`config.mk`:
```
export PLATFORM = sky130hd
export DESIGN_NAME = cpu_telemetry_tx_flat
export DESIGN_NICKNAME = d
export VERILOG_FILES = /design/src/rtl/cpu_telemetry_tx_pkg.sv /design/src/rtl/cpu_telemetry_tx_if.sv /design/src/rtl/cpu_telemetry_tx_timer.sv /design/src/rtl/cpu_telemetry_tx.sv /design/src/flat_wrapper.sv
export SDC_FILE = /design/constraint.sdc
export NUM_CORES = 1
export LEC_CHECK = 0
export CAP_MARGIN = 20
export CORE_MARGIN = 5
export CORE_UTILIZATION = 45
export DETAILED_ROUTE_END_ITERATION = 6
export PLACE_DENSITY = 0.7
export SYNTH_ARGS = -nofsm -noshare
export SYNTH_HDL_FRONTEND = slang
export SYNTH_SLANG_ARGS = --single-unit
```
`constraint.sdc`:
```
create_clock -name clk -period 5.4 [get_ports clk]
set_clock_uncertainty 0.2 [all_clocks]
set_input_delay 0.81 -clock clk [delete_from_list [all_inputs] [get_ports clk]]
set_output_delay 0.81 -clock clk [all_outputs]
set_load 0.02 [all_outputs]
```
`src/rtl/cpu_telemetry_tx_pkg.sv`:
```
// Shared constants and FSM state type for the CPU telemetry transmitter.
// TLM_HDR_BYTES follows the optional timestamp build (TLM_TIMESTAMP_EN).
package cpu_telemetry_tx_pkg;

  localparam logic [7:0] SYNC_BYTE = 8'hA5;

`ifdef TLM_TIMESTAMP_EN
  localparam int TLM_HDR_BYTES = 7;
`else
  localparam int TLM_HDR_BYTES = 3;
`endif

  typedef enum logic [3:0] {
    ST_IDLE,
    ST_SYNC,
    ST_ID,
    ST_LEN,
    ST_TS3,
    ST_TS2,
    ST_TS1,
    ST_TS0,
    ST_FETCH,
    ST_PAYLOAD,
    ST_CSUM,
    ST_DONE
  } tlm_tx_state_t;

  // Bytes folded into the running checksum; SYNC and CSUM itself are excluded.
  function automatic logic in_checksum(input tlm_tx_state_t s);
    return (s == ST_ID) || (s == ST_LEN) || (s == ST_TS3) || (s == ST_TS2) ||
           (s == ST_TS1) || (s == ST_TS0) || (s == ST_PAYLOAD);
  endfunction

endpackage

```
`src/rtl/cpu_telemetry_tx_if.sv`:
```
// Request, memory read port and byte stream of the telemetry transmitter.
// The transmitter is the slave; the requester/memory/serialiser side is the master.
interface cpu_telemetry_tx_if #(
  parameter int ADDR_W = 8
) ();

  logic              tx_req;
  logic [7:0]        tx_id;
  logic [7:0]        tx_len;
  logic [ADDR_W-1:0] tx_base;
  logic              tx_busy;
  logic              tx_done;
  logic              tx_err_len;
  logic              mem_rd_en;
  logic [ADDR_W-1:0] mem_addr;
  logic [7:0]        mem_rd_data;
  logic [7:0]        byte_data;
  logic              byte_valid;
  logic              byte_ready;

  modport slave (
    input  tx_req, tx_id, tx_len, tx_base, mem_rd_data, byte_ready,
    output tx_busy, tx_done, tx_err_len, mem_rd_en, mem_addr, byte_data, byte_valid
  );

  modport master (
    output tx_req, tx_id, tx_len, tx_base, mem_rd_data, byte_ready,
    input  tx_busy, tx_done, tx_err_len, mem_rd_en, mem_addr, byte_data, byte_valid
  );

endinterface

```
`src/rtl/cpu_telemetry_tx_timer.sv`:
```
// Free-running microsecond counter: prescaler of SYSCLK_FREQ/1e6 clocks feeding a
// wrapping 32-bit count. Only instantiated when TLM_TIMESTAMP_EN is defined.
module tlm_us_timer #(
  parameter int SYSCLK_FREQ = 100_000_000
) (
  input  logic        clk,
  input  logic        rst,
  output logic [31:0] o_us
);

  localparam int DIV = (SYSCLK_FREQ / 1_000_000 > 1) ? SYSCLK_FREQ / 1_000_000 : 1;
  localparam int PW  = (DIV > 1) ? $clog2(DIV) : 1;

  logic [PW-1:0] r_pre;
  logic [31:0]   r_us;

  always_ff @(posedge clk) begin
    if (rst) begin
      r_pre <= '0;
      r_us  <= '0;
    end else if (r_pre == PW'(DIV - 1)) begin
      r_pre <= '0;
      r_us  <= r_us + 32'd1;
    end else begin
      r_pre <= r_pre + PW'(1);
    end
  end

  assign o_us = r_us;

endmodule

```
`src/rtl/cpu_telemetry_tx.sv`:
```
// Frames SYNC, ID, LEN, [TS3..TS0], payload, CSUM from register memory onto a
// valid/ready byte stream. Timestamp bytes exist only with TLM_TIMESTAMP_EN.
import cpu_telemetry_tx_pkg::*;

module cpu_telemetry_tx #(
  parameter int SYSCLK_FREQ = 100_000_000,
  parameter int ADDR_W      = 8,
  parameter int MAX_PAYLOAD = 64
) (
  input  logic                  clk,
  input  logic                  rst,
  cpu_telemetry_tx_if.slave     bus
);

  tlm_tx_state_t     r_state;
  tlm_tx_state_t     w_state_next;
  logic [7:0]        r_id;
  logic [7:0]        r_len;
  logic [ADDR_W-1:0] r_base;
  logic [7:0]        r_idx;
  logic [7:0]        r_sum;
  logic [7:0]        r_pay_data;
  logic              r_rd_pending;
  logic              r_err_len;

  logic              w_accept;
  logic              w_reject;
  logic              w_hs;
  logic              w_byte_valid;
  logic [7:0]        w_byte_data;
  logic [7:0]        w_pay_byte;
  logic [7:0]        w_idx_inc;

`ifdef TLM_TIMESTAMP_EN
  logic [31:0] w_us;
  logic [31:0] r_ts;

  tlm_us_timer #(.SYSCLK_FREQ(SYSCLK_FREQ)) u_timer (
    .clk  (clk),
    .rst  (rst),
    .o_us (w_us)
  );
`endif

  assign w_accept  = (r_state == ST_IDLE) && bus.tx_req && (int'(bus.tx_len) <= MAX_PAYLOAD);
  assign w_reject  = (r_state == ST_IDLE) && bus.tx_req && (int'(bus.tx_len) >  MAX_PAYLOAD);
  assign w_hs      = w_byte_valid && bus.byte_ready;
  assign w_idx_inc = r_idx + 8'd1;

  // Read data is live on the port only in the first PAYLOAD cycle; hold it after that.
  assign w_pay_byte = r_rd_pending ? bus.mem_rd_data : r_pay_data;

  always_comb begin
    w_state_next = r_state;
    w_byte_valid = 1'b0;
    w_byte_data  = 8'h00;
    case (r_state)
      ST_IDLE: if (w_accept) w_state_next = ST_SYNC;
      ST_SYNC: begin
        w_byte_valid = 1'b1;
        w_byte_data  = SYNC_BYTE;
        if (w_hs) w_state_next = ST_ID;
      end
      ST_ID: begin
        w_byte_valid = 1'b1;
        w_byte_data  = r_id;
        if (w_hs) w_state_next = ST_LEN;
      end
      ST_LEN: begin
        w_byte_valid = 1'b1;
        w_byte_data  = r_len;
`ifdef TLM_TIMESTAMP_EN
        if (w_hs) w_state_next = ST_TS3;
`else
        if (w_hs) w_state_next = (r_len == 8'd0) ? ST_CSUM : ST_FETCH;
`endif
      end
`ifdef TLM_TIMESTAMP_EN
      ST_TS3: begin
        w_byte_valid = 1'b1;
        w_byte_data  = r_ts[31:24];
        if (w_hs) w_state_next = ST_TS2;
      end
      ST_TS2: begin
        w_byte_valid = 1'b1;
        w_byte_data  = r_ts[23:16];
        if (w_hs) w_state_next = ST_TS1;
      end
      ST_TS1: begin
        w_byte_valid = 1'b1;
        w_byte_data  = r_ts[15:8];
        if (w_hs) w_state_next = ST_TS0;
      end
      ST_TS0: begin
        w_byte_valid = 1'b1;
        w_byte_data  = r_ts[7:0];
        if (w_hs) w_state_next = (r_len == 8'd0) ? ST_CSUM : ST_FETCH;
      end
`endif
      ST_FETCH: w_state_next = ST_PAYLOAD;
      ST_PAYLOAD: begin
        w_byte_valid = 1'b1;
        w_byte_data  = w_pay_byte;
        if (w_hs) w_state_next = (w_idx_inc < r_len) ? ST_FETCH : ST_CSUM;
      end
      ST_CSUM: begin
        w_byte_valid = 1'b1;
        w_byte_data  = 8'h00 - r_sum;
        if (w_hs) w_state_next = ST_DONE;
      end
      ST_DONE: w_state_next = ST_IDLE;
      default: w_state_next = ST_IDLE;
    endcase
  end

  always_ff @(posedge clk) begin
    if (rst) begin
      r_state      <= ST_IDLE;
      r_id         <= '0;
      r_len        <= '0;
      r_base       <= '0;
      r_idx        <= '0;
      r_sum        <= '0;
      r_pay_data   <= '0;
      r_rd_pending <= 1'b0;
      r_err_len    <= 1'b0;
`ifdef TLM_TIMESTAMP_EN
      r_ts         <= '0;
`endif
    end else begin
      r_state      <= w_state_next;
      r_err_len    <= w_reject;
      r_rd_pending <= (r_state == ST_FETCH);
      if (w_accept) begin
        r_id   <= bus.tx_id;
        r_len  <= bus.tx_len;
        r_base <= bus.tx_base;
        r_idx  <= '0;
        r_sum  <= '0;
`ifdef TLM_TIMESTAMP_EN
        r_ts   <= w_us;
`endif
      end
      if (w_hs && in_checksum(r_state)) r_sum <= r_sum + w_byte_data;
      if ((r_state == ST_PAYLOAD) && r_rd_pending) r_pay_data <= bus.mem_rd_data;
      if (w_hs && (r_state == ST_PAYLOAD)) r_idx <= w_idx_inc;
    end
  end

  assign bus.tx_busy    = (r_state != ST_IDLE) && (r_state != ST_DONE);
  assign bus.tx_done    = (r_state == ST_DONE);
  assign bus.tx_err_len = r_err_len;
  assign bus.mem_rd_en  = (r_state == ST_FETCH);
  assign bus.mem_addr   = (r_state == ST_FETCH) ? (r_base + ADDR_W'(r_idx)) : '0;
  assign bus.byte_data  = w_byte_data;
  assign bus.byte_valid = w_byte_valid;

endmodule

```
`src/flat_wrapper.sv`:
```
// flat-port wrapper written by rule: the top's interface ports become plain ports
module cpu_telemetry_tx_flat 
#(
  parameter int SYSCLK_FREQ = 100_000_000,
  parameter int ADDR_W      = 8,
  parameter int MAX_PAYLOAD = 64
)
  (clk, rst, bus_tx_req, bus_tx_id, bus_tx_len, bus_tx_base, bus_mem_rd_data, bus_byte_ready, bus_tx_busy, bus_tx_done, bus_tx_err_len, bus_mem_rd_en, bus_mem_addr, bus_byte_data, bus_byte_valid);
  cpu_telemetry_tx_if #(.ADDR_W(ADDR_W)) bus_i ();
  input  logic clk;
  input  logic rst;
  input wire logic [$bits(bus_i.tx_req)-1:0] bus_tx_req;
  input wire logic [$bits(bus_i.tx_id)-1:0] bus_tx_id;
  input wire logic [$bits(bus_i.tx_len)-1:0] bus_tx_len;
  input wire logic [$bits(bus_i.tx_base)-1:0] bus_tx_base;
  input wire logic [$bits(bus_i.mem_rd_data)-1:0] bus_mem_rd_data;
  input wire logic [$bits(bus_i.byte_ready)-1:0] bus_byte_ready;
  output wire logic [$bits(bus_i.tx_busy)-1:0] bus_tx_busy;
  output wire logic [$bits(bus_i.tx_done)-1:0] bus_tx_done;
  output wire logic [$bits(bus_i.tx_err_len)-1:0] bus_tx_err_len;
  output wire logic [$bits(bus_i.mem_rd_en)-1:0] bus_mem_rd_en;
  output wire logic [$bits(bus_i.mem_addr)-1:0] bus_mem_addr;
  output wire logic [$bits(bus_i.byte_data)-1:0] bus_byte_data;
  output wire logic [$bits(bus_i.byte_valid)-1:0] bus_byte_valid;
  assign bus_i.tx_req = bus_tx_req;
  assign bus_i.tx_id = bus_tx_id;
  assign bus_i.tx_len = bus_tx_len;
  assign bus_i.tx_base = bus_tx_base;
  assign bus_i.mem_rd_data = bus_mem_rd_data;
  assign bus_i.byte_ready = bus_byte_ready;
  assign bus_tx_busy = bus_i.tx_busy;
  assign bus_tx_done = bus_i.tx_done;
  assign bus_tx_err_len = bus_i.tx_err_len;
  assign bus_mem_rd_en = bus_i.mem_rd_en;
  assign bus_mem_addr = bus_i.mem_addr;
  assign bus_byte_data = bus_i.byte_data;
  assign bus_byte_valid = bus_i.byte_valid;
  cpu_telemetry_tx #(.SYSCLK_FREQ(SYSCLK_FREQ), .ADDR_W(ADDR_W), .MAX_PAYLOAD(MAX_PAYLOAD)) u_core (.clk(clk), .rst(rst), .bus(bus_i));
endmodule
```
# Word-level counts from Yosys, hierarchy flattened
# Index checks and enable logic that the tools add are counted.
# totals
input_bits,36
elab_cells,71
reg_bits,54
output_inout_bits,21
# op_classes
muxes,16
magnitude_cmp,3
n_reduce_logical,21
add_sub_neg,4
n_eq_ne,18
# ops
operator,count
two-way mux 8 bit,5
one-hot mux 8 bit (5 select lines),1
one-hot mux 4 bit (7 select lines),1
two-way mux 4 bit,6
adder 8 bit,2
"== test 4 x 3 -> 1 bit, second input constant",4
"== test 4 bit, second input constant",4
"!= test 2 x 1 -> 1 bit, second input constant",6
"adder 8 x 1 -> 8 bit, second input constant",1
"== test 4 x 2 -> 1 bit, second input constant",2
"> comparator 8 x 7 -> 1 bit, second input constant",1
"<= comparator 8 x 7 -> 1 bit, second input constant",1
logical AND 1 bit,8
logical NOT 8 bit,1
< comparator 8 bit,1
"subtractor 1 x 8 -> 8 bit, first input constant",1
logical OR 1 bit,6
AND reduction 6 bit,1
OR reduction 5 bit,1
"== test 4 x 1 -> 1 bit, second input constant",1
logical NOT 4 bit,1
two-way mux 2 bit,2
"!= test 4 bit, second input constant",1
nonzero test 2 bit,2
2 further kinds,2

# Longest topological paths before layout
# Gate-level depths: netlist of the first run.
# logic_depth
ltp_word,9
ltp_mapped,13
ltp_nobuf,13

# Worst setup path after synthesis of the first run
# Ideal clock, no wire load.
# synth_path
path_kind,input port to flip-flop
startpoint,input bus_mem_rd_data[0]
endpoint,register u_core.r_sum[6]
n_path_buf,0
required_ns,5.073
setup_time_ns,0.127
cell_stages,10
t_arrival_ns,3.074
path_slack_ns,1.999
path_cell_list,mux2_2 a221o_1 ha_1 fa_1 a21o_1 a21oi_1 o21bai_1 a21oi_1 nor4_1 or3_1
# synth_between
elab_chain_cells,4
# synth_lines
item,line,source
"start, declared",flat_wrapper.sv:16,input wire logic [$bits(bus_i.mem_rd_data)-1:0] bus_mem_rd_data;
two-way mux 8 bit,cpu_telemetry_tx.sv:51,assign w_pay_byte = r_rd_pending ? bus.mem_rd_data : r_pay_data;
one-hot mux 8 bit (5 select lines),cpu_telemetry_tx.sv:57,case (r_state)
named net bus_byte_data[0],flat_wrapper.sv:23,output wire logic [$bits(bus_i.byte_data)-1:0] bus_byte_data;
adder 8 bit,cpu_telemetry_tx.sv:144,if (w_hs && in_checksum(r_state)) r_sum <= r_sum + w_byte_data;
two-way mux 8 bit,cpu_telemetry_tx.sv:144,
"end signal, assigned",cpu_telemetry_tx.sv:144,
"end, declared",cpu_telemetry_tx.sv:21,logic [7:0] r_sum;
# The timed path passes the listed nets, and every way through them passes these cells.
# A chain may end at the register's enable or synchronous reset.

# Worst setup path in the final report of the first run
# layout_path
startpoint,register u_core.r_idx[1]
endpoint,output bus_mem_addr[7]
# layout_between
elab_chain_cells,2
# layout_lines
item,line,source
"start, declared",cpu_telemetry_tx.sv:20,logic [7:0] r_idx;
"start signal, assigned",cpu_telemetry_tx.sv:146,if (w_hs && (r_state == ST_PAYLOAD)) r_idx <= w_idx_inc;
adder 8 bit,cpu_telemetry_tx.sv:154,assign bus.mem_addr = (r_state == ST_FETCH) ? (r_base + ADDR_W'(r_idx)) : '0;
two-way mux 8 bit,cpu_telemetry_tx.sv:154,
"end, declared",flat_wrapper.sv:22,output wire logic [$bits(bus_i.mem_addr)-1:0] bus_mem_addr;
# No other way between the ends.

==> results.txt, run 1 <==
The mapped netlist covers 3310 sq um. The post-DP HPWL came out at 6.22 mm. The clock insertion delay at the later pin of the skew report came out at 0.31 ns.

The number of maximum-capacitance violations came out at 0. dfxtp_1 takes more of the synthesized area than any other cell. Across the whole layout, storage elements account for 1060 sq um. Once detail routing completed, the nets flagged for antenna violations numbered 0. The number of placed I/O pins came out at 57. The share of flip-flops with an asynchronous set or reset after synthesis came out at 0%. The number of cells on the worst reg-to-reg path came out at 11. The critical path required time is 4.39 ns.

The vias per cell came out at 5.34. The maximum fanout count along the critical path came out at 5. Sorting the synthesized cells by area gives the leading types as dfxtp_1 32%, a21oi_1 9.8%, nand2_1 9.3%, ha_1 8.7%, nor2_1 4.0%. The first-pass iteration count of the detailed router came out at 5.

Yosys mapped a number of flops with a built-in enable equal to 0. The first-iteration detailed-routing DRC count came out at 157. The number of pins with negative max-slew slack in the final report came out at 0.

The placeable core region is 7210 sq um. The total of hold buffers inserted after clock tree synthesis came out at 0. The die height came out at 95.8 microns. Adding up every negative setup slack in the final design gives 0 ns. Counting the fill cells in the layout gives 701. Buffers inserted during clock tree synthesis total 5. The flow ran to the end, and the final reports show no timing, DRC or antenna violations. In the final design database the tool counted 543 nets.

STA classifies the critical path endpoint as a primary output. The count of different cell masters after synthesis came out at 52. From synthesis to final layout, the design area changed by 23.3%.

The worst path uses 74.3% of the clock period. Post-CTS repair changed the size of 0 cells. The fraction of final layout cells with drive strength greater than 1 came out at 3.93%. The setup violation total in the final timing report came out at 0. The most used flip-flop cell after synthesis is dfxtp_1. The power per cell area came out at 287 nW/um^2.

The proportion of synthesized chip area in sequential cells came out at 32.1%. The total overflow reported by the global router is 0. The static leakage is 0.00158 uW. The H-tree was split into 2 levels.

The routed length per placed instance is 14.4 microns. The post-CTS setup-driven buffer insertion count came out at 0. The tightest min-delay check is of the reg2reg type. By startpoint and endpoint, the worst setup path is classified as reg2out.

The upper clock frequency limit is 249 MHz. The total of flip-flops plus latches after synthesis came out at 53. The initial standard-cell utilization of the core came out at 45.9%.

The library cell used most frequently in the layout, excluding fill and tap cells, is nand2_1. The number of diodes is 0. The endpoint of the most critical register-to-register path is u_core.r_sum[7]$_SDFFE_PP0P_.

The worst setup path is launched from a flip-flop. The number of antenna violations at the first check in global routing came out at 0. The arrival time reported for the critical path endpoint is 3.00 ns. The chip width came out at 95.8 microns. The cell count along the critical path came out at 8. The average size of a mapped cell came out at 7.63 sq um. The synthesized instance count is 434. After clock tree synthesis, the clock-pin slew on the worst setup and hold paths is 0.10 ns. Counting stages on the worst path, the most repeated cell is a21oi_1. The maximum clock path buffer count came out at 2. The final weighted congestion of routability-driven global placement is 0.881. The worst pin sits at a relative slew slack of 31.0%.

For this design, the sink count on the clock tree is 53. In this run the critical register-to-register path is launched from u_core.r_state[3]$_SDFFE_PP0P_. The slowest stage of the critical path belongs to the cell clkdlybuf4s50_1. After detailed routing, the number of remaining DRC violations is 0. Tracing the worst setup path back leads to its startpoint at u_core.r_idx[1]$_SDFFE_PP0P_. The die outline area is 9170 sq um. The clock period minus worst slack is 4.01 ns. For this run, the slowest stage of the critical path takes 0.63 ns. Setup repair after global routing left no endpoint under its margin. The synthesized net count came out at 495. The maximum number of pins on one net before global-route repair came out at 57.

The clock root buffer master is clkbuf_8. The number of buffers and inverters on the critical path is 1. The overall routed net length is 8.41 mm. The number of placement rows is 31.

In the final layout, the multi-input gates occupy 2100 sq um. Across every metal layer, demand over resource in global routing totals 19.1%. The slack of the worst reg-to-reg path is 1.78 ns.

TritonCTS built the clock tree. The post-route worst hold slack came out at 0.257 ns. The top cell types in the final layout, fill and taps aside, are 82 x nand2_1, 65 x a21oi_1, 55 x clkdlybuf4s50_1, 53 x dfxtp_1, 35 x nor2_1. The largest voltage drop on the vdd net is 0.000266 V. The measured slew at the worst slew-check pin came out at 1.04 ns. In this run the worst setup path terminates at bus_mem_addr[7]. Traced cell by cell, the critical path runs through ha_1 > a21o_1 > a21oi_1 > o21bai_1 > a2111oi_0 > o21ai_0 > a21oi_1 > clkdlybuf4s50_1. The cell family contributing the most delay on the critical path is compound AO/OA/AOI/OAI gates.

The number of warnings issued by yosys is 0. The top-area cell type share of the netlist area is 32.1%. The number of hold-slack violations in the final timing report came out at 0. The number of buffers added on ports came out at 56. The total via count after detailed routing came out at 3109. The first global-routing pass estimated 14.1 mm of wire. The number of global-route vias before repair came out at 3048.
-- through the flow --
step	worst slack, ns	utilization (%)	power [uW]	std cells	area, sq um
6_report	1.39	56.6	1170	582	4080
3_5_place_dp	1.54	54.6	851	574	3940
3_3_place_gp	1.58	54.6	848	574	3940
4_1_cts	1.35	56.6	1180	582	4080
5_1_grt	1.02	56.6	1240	582	4080
2_1_floorplan	2.00	-	706	434	3310
-- report_power, final --
part           total, uW  internal, uW  switching, uW
logic                389           175            215
clock network        326           187            140
registers            456           413           43.2
total               1170           774            398
-- sequential cells by signal, summed over array words and instances, names as in the netlist --
name,count
u_core.r_rd_pending,1
u_core.r_id,8
u_core.r_base,8
u_core.r_len,8
u_core.r_pay_data,8
u_core.bus.tx_err_len,1
u_core.r_idx,8
u_core.r_sum,8
u_core.r_state,3
-- logic make-up after synthesis --
group | count (synthesis) | synth area share [%]
and+or+nand+nor | 170 | 23.4
AOI/OAI and AO/OA | 111 | 19.7
DFF | 53 | 32.1
buffers and inverters | 38 | 4.46
adders and majority gates | 25 | 9.91
xor gates and xnor gates | 22 | 5.82
muxes | 15 | 4.61
-- synthesized netlist by cell type (8+ instances only) --
| cell type | n |
|---|---|
| a21oi_1 | 65 |
| and3_1 | 8 |
| clkbuf_1 | 15 |
| dfxtp_1 | 53 |
| ha_1 | 23 |
| inv_1 | 19 |
| mux2i_1 | 13 |
| nand2_1 | 82 |
| nand3_1 | 9 |
| nor2_1 | 35 |
| o21ai_0 | 13 |
| xnor2_1 | 13 |
| xor2_1 | 9 |
-- per-layer routing --
metal	wire, microns	vias to the layer above	global-route usage (%)
met5	0	-	0
met4	94	0	4.38
met3	427	8	3.21
met2	3710	89	30.1
met1	4170	1412	27.4
li1	-	1600	-
-- worst min-delay path by stage --
stage | start | end | slack (ns) | depth (start not counted)
3_5_place_dp | u_core.r_pay_data[1]$_SDFFE_PP0P_ | u_core.r_pay_data[1]$_SDFFE_PP0P_ | 0.25 | 2
6_report | u_core.r_pay_data[1]$_SDFFE_PP0P_ | u_core.r_pay_data[1]$_SDFFE_PP0P_ | 0.26 | 2
3_3_place_gp | u_core.r_pay_data[0]$_SDFFE_PP0P_ | u_core.r_pay_data[0]$_SDFFE_PP0P_ | 0.24 | 2
2_1_floorplan | u_core.r_pay_data[0]$_SDFFE_PP0P_ | u_core.r_pay_data[0]$_SDFFE_PP0P_ | 0.23 | 2
4_1_cts | u_core.r_pay_data[1]$_SDFFE_PP0P_ | u_core.r_pay_data[1]$_SDFFE_PP0P_ | 0.26 | 2
5_1_grt | u_core.r_pay_data[5]$_SDFFE_PP0P_ | u_core.r_pay_data[5]$_SDFFE_PP0P_ | 0.28 | 2
-- worst register-to-register path, stage by stage, from the launching register on --
cell and delay [ns]:
dfxtp_1 0.60, buf_4 0.30, nand2b_2 0.11, or2_1 0.26, o21ai_0 0.48, ha_1 0.33
a21oi_1 0.20, nand4b_1 0.17, a21oi_1 0.11, a211o_1 0.30, a21oi_2 0.14, mux2_1 0.32
-- cell type report --
class / instances / share of cell area [%]
repair buffers: 60 / 14.4
clock inverters: 3 / 1.69
well taps: 99 / 3.04
multi-input cells: 343 / 51.5
clock buffers: 5 / 1.69
inverters: 19 / 1.75
flip-flops and latches: 53 / 26.0
Power figures use the tool's default switching activity.
==> inputs of run 2 (changes only) <==
--- a/config.mk
+++ b/config.mk
@@ -9,7 +9,7 @@
 export CORE_MARGIN = 5
 export CORE_UTILIZATION = 45
 export DETAILED_ROUTE_END_ITERATION = 6
-export PLACE_DENSITY = 0.7
+export PLACE_DENSITY = 0.72
 export SYNTH_ARGS = -nofsm -noshare
 export SYNTH_HDL_FRONTEND = slang
 export SYNTH_SLANG_ARGS = --single-unit
==> constraint.sdc (replaced) <==
create_clock -name clk -period 3.4 [get_ports clk]
set_clock_uncertainty 0.2 [all_clocks]
set_input_delay 0.51 -clock clk [delete_from_list [all_inputs] [get_ports clk]]
set_output_delay 0.51 -clock clk [all_outputs]
set_load 0.02 [all_outputs]
==> run 2 against run 1 <==
Power rose by 51%. Routed wire length grew 4.5%. Largest cell class unchanged. Register-to-register slack worse by 1.6 ns. Global-route usage rose by 0.47 points. Sequential power rose by 55%. Non-clock buffer count is 16 higher. Die area unchanged. Highest routed layer unchanged. Core utilization grew 1.2 points. Setup slack worse by 1.2 ns. Cell count is 2.7% higher. Cell area up 2.1%. Via count is 3.3% higher.
==> results.txt, run 2 (same netlist as run 1, synthesis figures left out) <==
Run status: finished clean (unchanged). The class of the most critical setup path is reg2out (unchanged). The fraction of final layout cells with drive strength greater than 1 is 7.82% (was 3.93%). The number of hold-slack violations in the final timing report came out at 0 (unchanged). The count of H-tree levels built during CTS came out at 2 (unchanged). The measured slew at the worst slew-check pin is 0.580 ns (was 1.04 ns). The slack of the worst reg-to-reg path is 0.21 ns (was 1.78 ns). Unrepaired setup endpoints after global routing: no (unchanged).

The layout net count is 559 (was 543). The area of combinational cells with multiple inputs is 2120 sq um (was 2100 sq um). The die outline area came to 9170 sq um (unchanged). The routed length per placed instance came out at 14.7 microns (was 14.4 microns).

The number of antenna violations at the first check in global routing is 0 (unchanged). The kind of capture point of the worst setup path is a primary output (unchanged). The number of cells on the worst hold path is 2 (unchanged). The total via count after detailed routing is 3211 (was 3109). The detailed-route DRC error count is 0 (unchanged). The number of placed I/O pins was 57 (unchanged). The maximum clock path buffer count is 2 (unchanged).

The maximum number of pins on one net before global-route repair came out at 33 (was 57). The number of pins with negative max-slew slack in the final report was 0 (unchanged). The clock period minus worst slack came out at 3.25 ns. The endpoint of the most critical register-to-register path is u_core.r_sum[6]$_SDFFE_PP0P_ (was u_core.r_sum[7]$_SDFFE_PP0P_). The sequential standard cell area came out at 1060 sq um (about the same).

The layout overhead on the synthesized area is 25.9% (was 23.3%). The worst setup margin came out at 0.147 ns (was 1.39 ns). The upper clock frequency limit is 307 MHz. The register clock-pin slew on the reported worst setup and hold paths came to 0.09 ns (was 0.10 ns). The setup violation total in the final timing report came to 0 (unchanged).

The number of buffers created by CTS is 5 (unchanged). The first-iteration detailed-routing DRC count came out at 224 (was 157). The post-CTS setup-driven buffer insertion count came to 0 (unchanged). The worst hold path endpoint was u_core.r_pay_data[2]$_SDFFE_PP0P_ (was u_core.r_pay_data[1]$_SDFFE_PP0P_). The static leakage is 0.00165 uW (was 0.00158 uW). The worst slack after detailed placement came out at -0.108 ns (was 1.54 ns). The maximum fanout count along the critical path came out at 6 (was 5). The post-DP HPWL came out at 6.75 mm (was 6.22 mm).

The chip width is 95.8 microns (unchanged). The clock sink count is 53 (unchanged). The power per cell area came to 424 nW/um^2 (was 287 nW/um^2). The wire length of the first global-routing pass came out at 14.3 mm (was 14.1 mm). The total overflow reported by the global router is 0 (unchanged). The kind of start point of the critical path is a flip-flop (unchanged). The initial standard-cell utilization of the core came out at 45.9% (unchanged).

The clock insertion delay at the later pin of the skew report is 0.31 ns (about the same). The critical path required time came out at 2.69 ns (was 4.39 ns). The clock root buffer master is clkbuf_8 (unchanged).

The number of cells on the worst reg-to-reg path came to 14 (was 11). The number of global-route vias before repair came to 3113 (was 3048). The final design instance area without fill was 4170 sq um (was 4080 sq um). The worst min-delay path startpoint is u_core.r_pay_data[2]$_SDFFE_PP0P_ (was u_core.r_pay_data[1]$_SDFFE_PP0P_). The period utilization is 95.7%.

The most common cell after layout, fill and taps aside is nand2_1 (unchanged). Highest-count cells in the layout ignoring fill and taps: 82 x nand2_1, 64 x a21oi_1, 53 x clkdlybuf4s50_1, 51 x dfxtp_1, 35 x nor2_1 (was 82 x nand2_1, 65 x a21oi_1, 55 x clkdlybuf4s50_1, 53 x dfxtp_1, 35 x nor2_1). The number of nets with antenna violations after routing came out at 0 (unchanged). The area after detailed placement came out at 4060 sq um (was 3940 sq um). The number of buffers added on ports is 56 (unchanged). The global-route usage over all layers is 19.6% (was 19.1%). The class of the tightest hold or removal check is reg2reg (unchanged).

The post-route worst hold slack came out at 0.259 ns (was 0.257 ns). The die height came out at 95.8 microns (unchanged). The largest voltage drop on the vdd net came to 0.000286 V (was 0.000266 V). The arrival time reported for the critical path endpoint is 2.54 ns (was 3.00 ns).

The filler cell count in the final layout came out at 705 (was 701). The vias per cell is 5.37 (was 5.34). The relative slew slack came to 61.4% (was 31.0%). The final weighted congestion of routability-driven global placement is 0.859 (was 0.881).

The number of maximum-capacitance violations came out at 0 (unchanged). The startpoint of the most critical register-to-register path is u_core.r_sum[0]$_SDFFE_PP0P_ (was u_core.r_state[3]$_SDFFE_PP0P_). The placeable core region is 7210 sq um (unchanged).

The clock tree from TritonCTS is yes (unchanged). The overall routed net length is 8.79 mm (was 8.41 mm). The number of diodes came out at 0 (unchanged). The first-pass iteration count of the detailed router came out at 4 (was 5). The number of placement rows is 31 (unchanged).
[run 2: changes by cell type in the layout (fill, tap and decap cells not counted), moves of 2 or more]
cell and change:
buf_4 +16, bufinv_16 -2, clkdlybuf4s50_1 -2, dfxtp_1 -2
dfxtp_2 +2
[run 2: metal layers]
layer | vias to the layer above | GRT usage [%] | share of wire (%)
li1 | 1631 | - | -
met1 | 1495 | 27.8 | 49
met2 | 77 | 31.2 | 46
met3 | 8 | 2.74 | 4.5
met4 | 0 | 4.98 | 1.1
met5 | - | 0 | 0
[run 2: what timing repair did]
item	in CTS	in global routing
hold buffers	0	0
gates resized for setup	4	6
setup endpoints to repair	2	4
pin swaps	0	0
[run 2: power by group]
part	internal, uW	switching, uW
logic	315	384
clock network	147	215
registers	657	48.4
[run 2: final cells by class]
type / instances / area share [%]
Sequential cell: 53 / 25.5
Inverter: 19 / 1.71
Clock inverter: 2 / 0.330
Multi-Input combinational cell: 343 / 50.8
Tap cell: 99 / 2.97
Clock buffer: 6 / 1.74
Timing Repair Buffer: 76 / 16.9
[run 2: metrics by stage]
step / utilization, % / cells / setup TNS (ns) / power [uW]
floorplan: - / 434 / 0 / 1120
global placement: 56.3 / 590 / -0.0708 / 1390
detailed placement: 56.3 / 590 / -0.108 / 1400
CTS: 57.5 / 598 / 0 / 1770
global route: 57.7 / 598 / 0 / 1870
finish: 57.7 / 598 / 0 / 1770
[run 2: worst max-delay path, cell delays in order, from the launching register on]
cell and delay (ns):
dfxtp_1 0.37, ha_1 0.25, fa_1 0.42, a21o_1 0.19, a21oi_2 0.20, o21bai_1 0.09
a21oi_1 0.18, xor2_1 0.17, nor2_1 0.05, dlygate4sd2_1 0.33
[run 2: worst max path at each step]
stage                                    from                      endpoint  slack (ns)  cells after the start
2_1_floorplan  u_core.r_state[3]$_SDFFE_PP0P_  u_core.r_sum[7]$_SDFFE_PP0P_        0.08                     11
3_3_place_gp               bus_mem_rd_data[0]  u_core.r_sum[6]$_SDFFE_PP0P_       -0.07                     11
3_5_place_dp               bus_mem_rd_data[0]  u_core.r_sum[6]$_SDFFE_PP0P_       -0.11                     11
4_1_cts          u_core.r_sum[0]$_SDFFE_PP0P_              bus_byte_data[5]        0.07                      7
5_1_grt          u_core.r_sum[0]$_SDFFE_PP0P_  u_core.r_sum[6]$_SDFFE_PP0P_       0.002                     14
6_report         u_core.r_idx[0]$_SDFFE_PP0P_               bus_mem_addr[6]        0.15                      9
==> inputs of run 3 (changes only) <==
--- a/config.mk
+++ b/config.mk
@@ -13,3 +13,4 @@
 export SYNTH_ARGS = -nofsm -noshare
 export SYNTH_HDL_FRONTEND = slang
 export SYNTH_SLANG_ARGS = --single-unit
+export TNS_END_PERCENT = 10
==> results of run 3 <==
No change in the layout: final DEF, timing and power equal those of run 2.
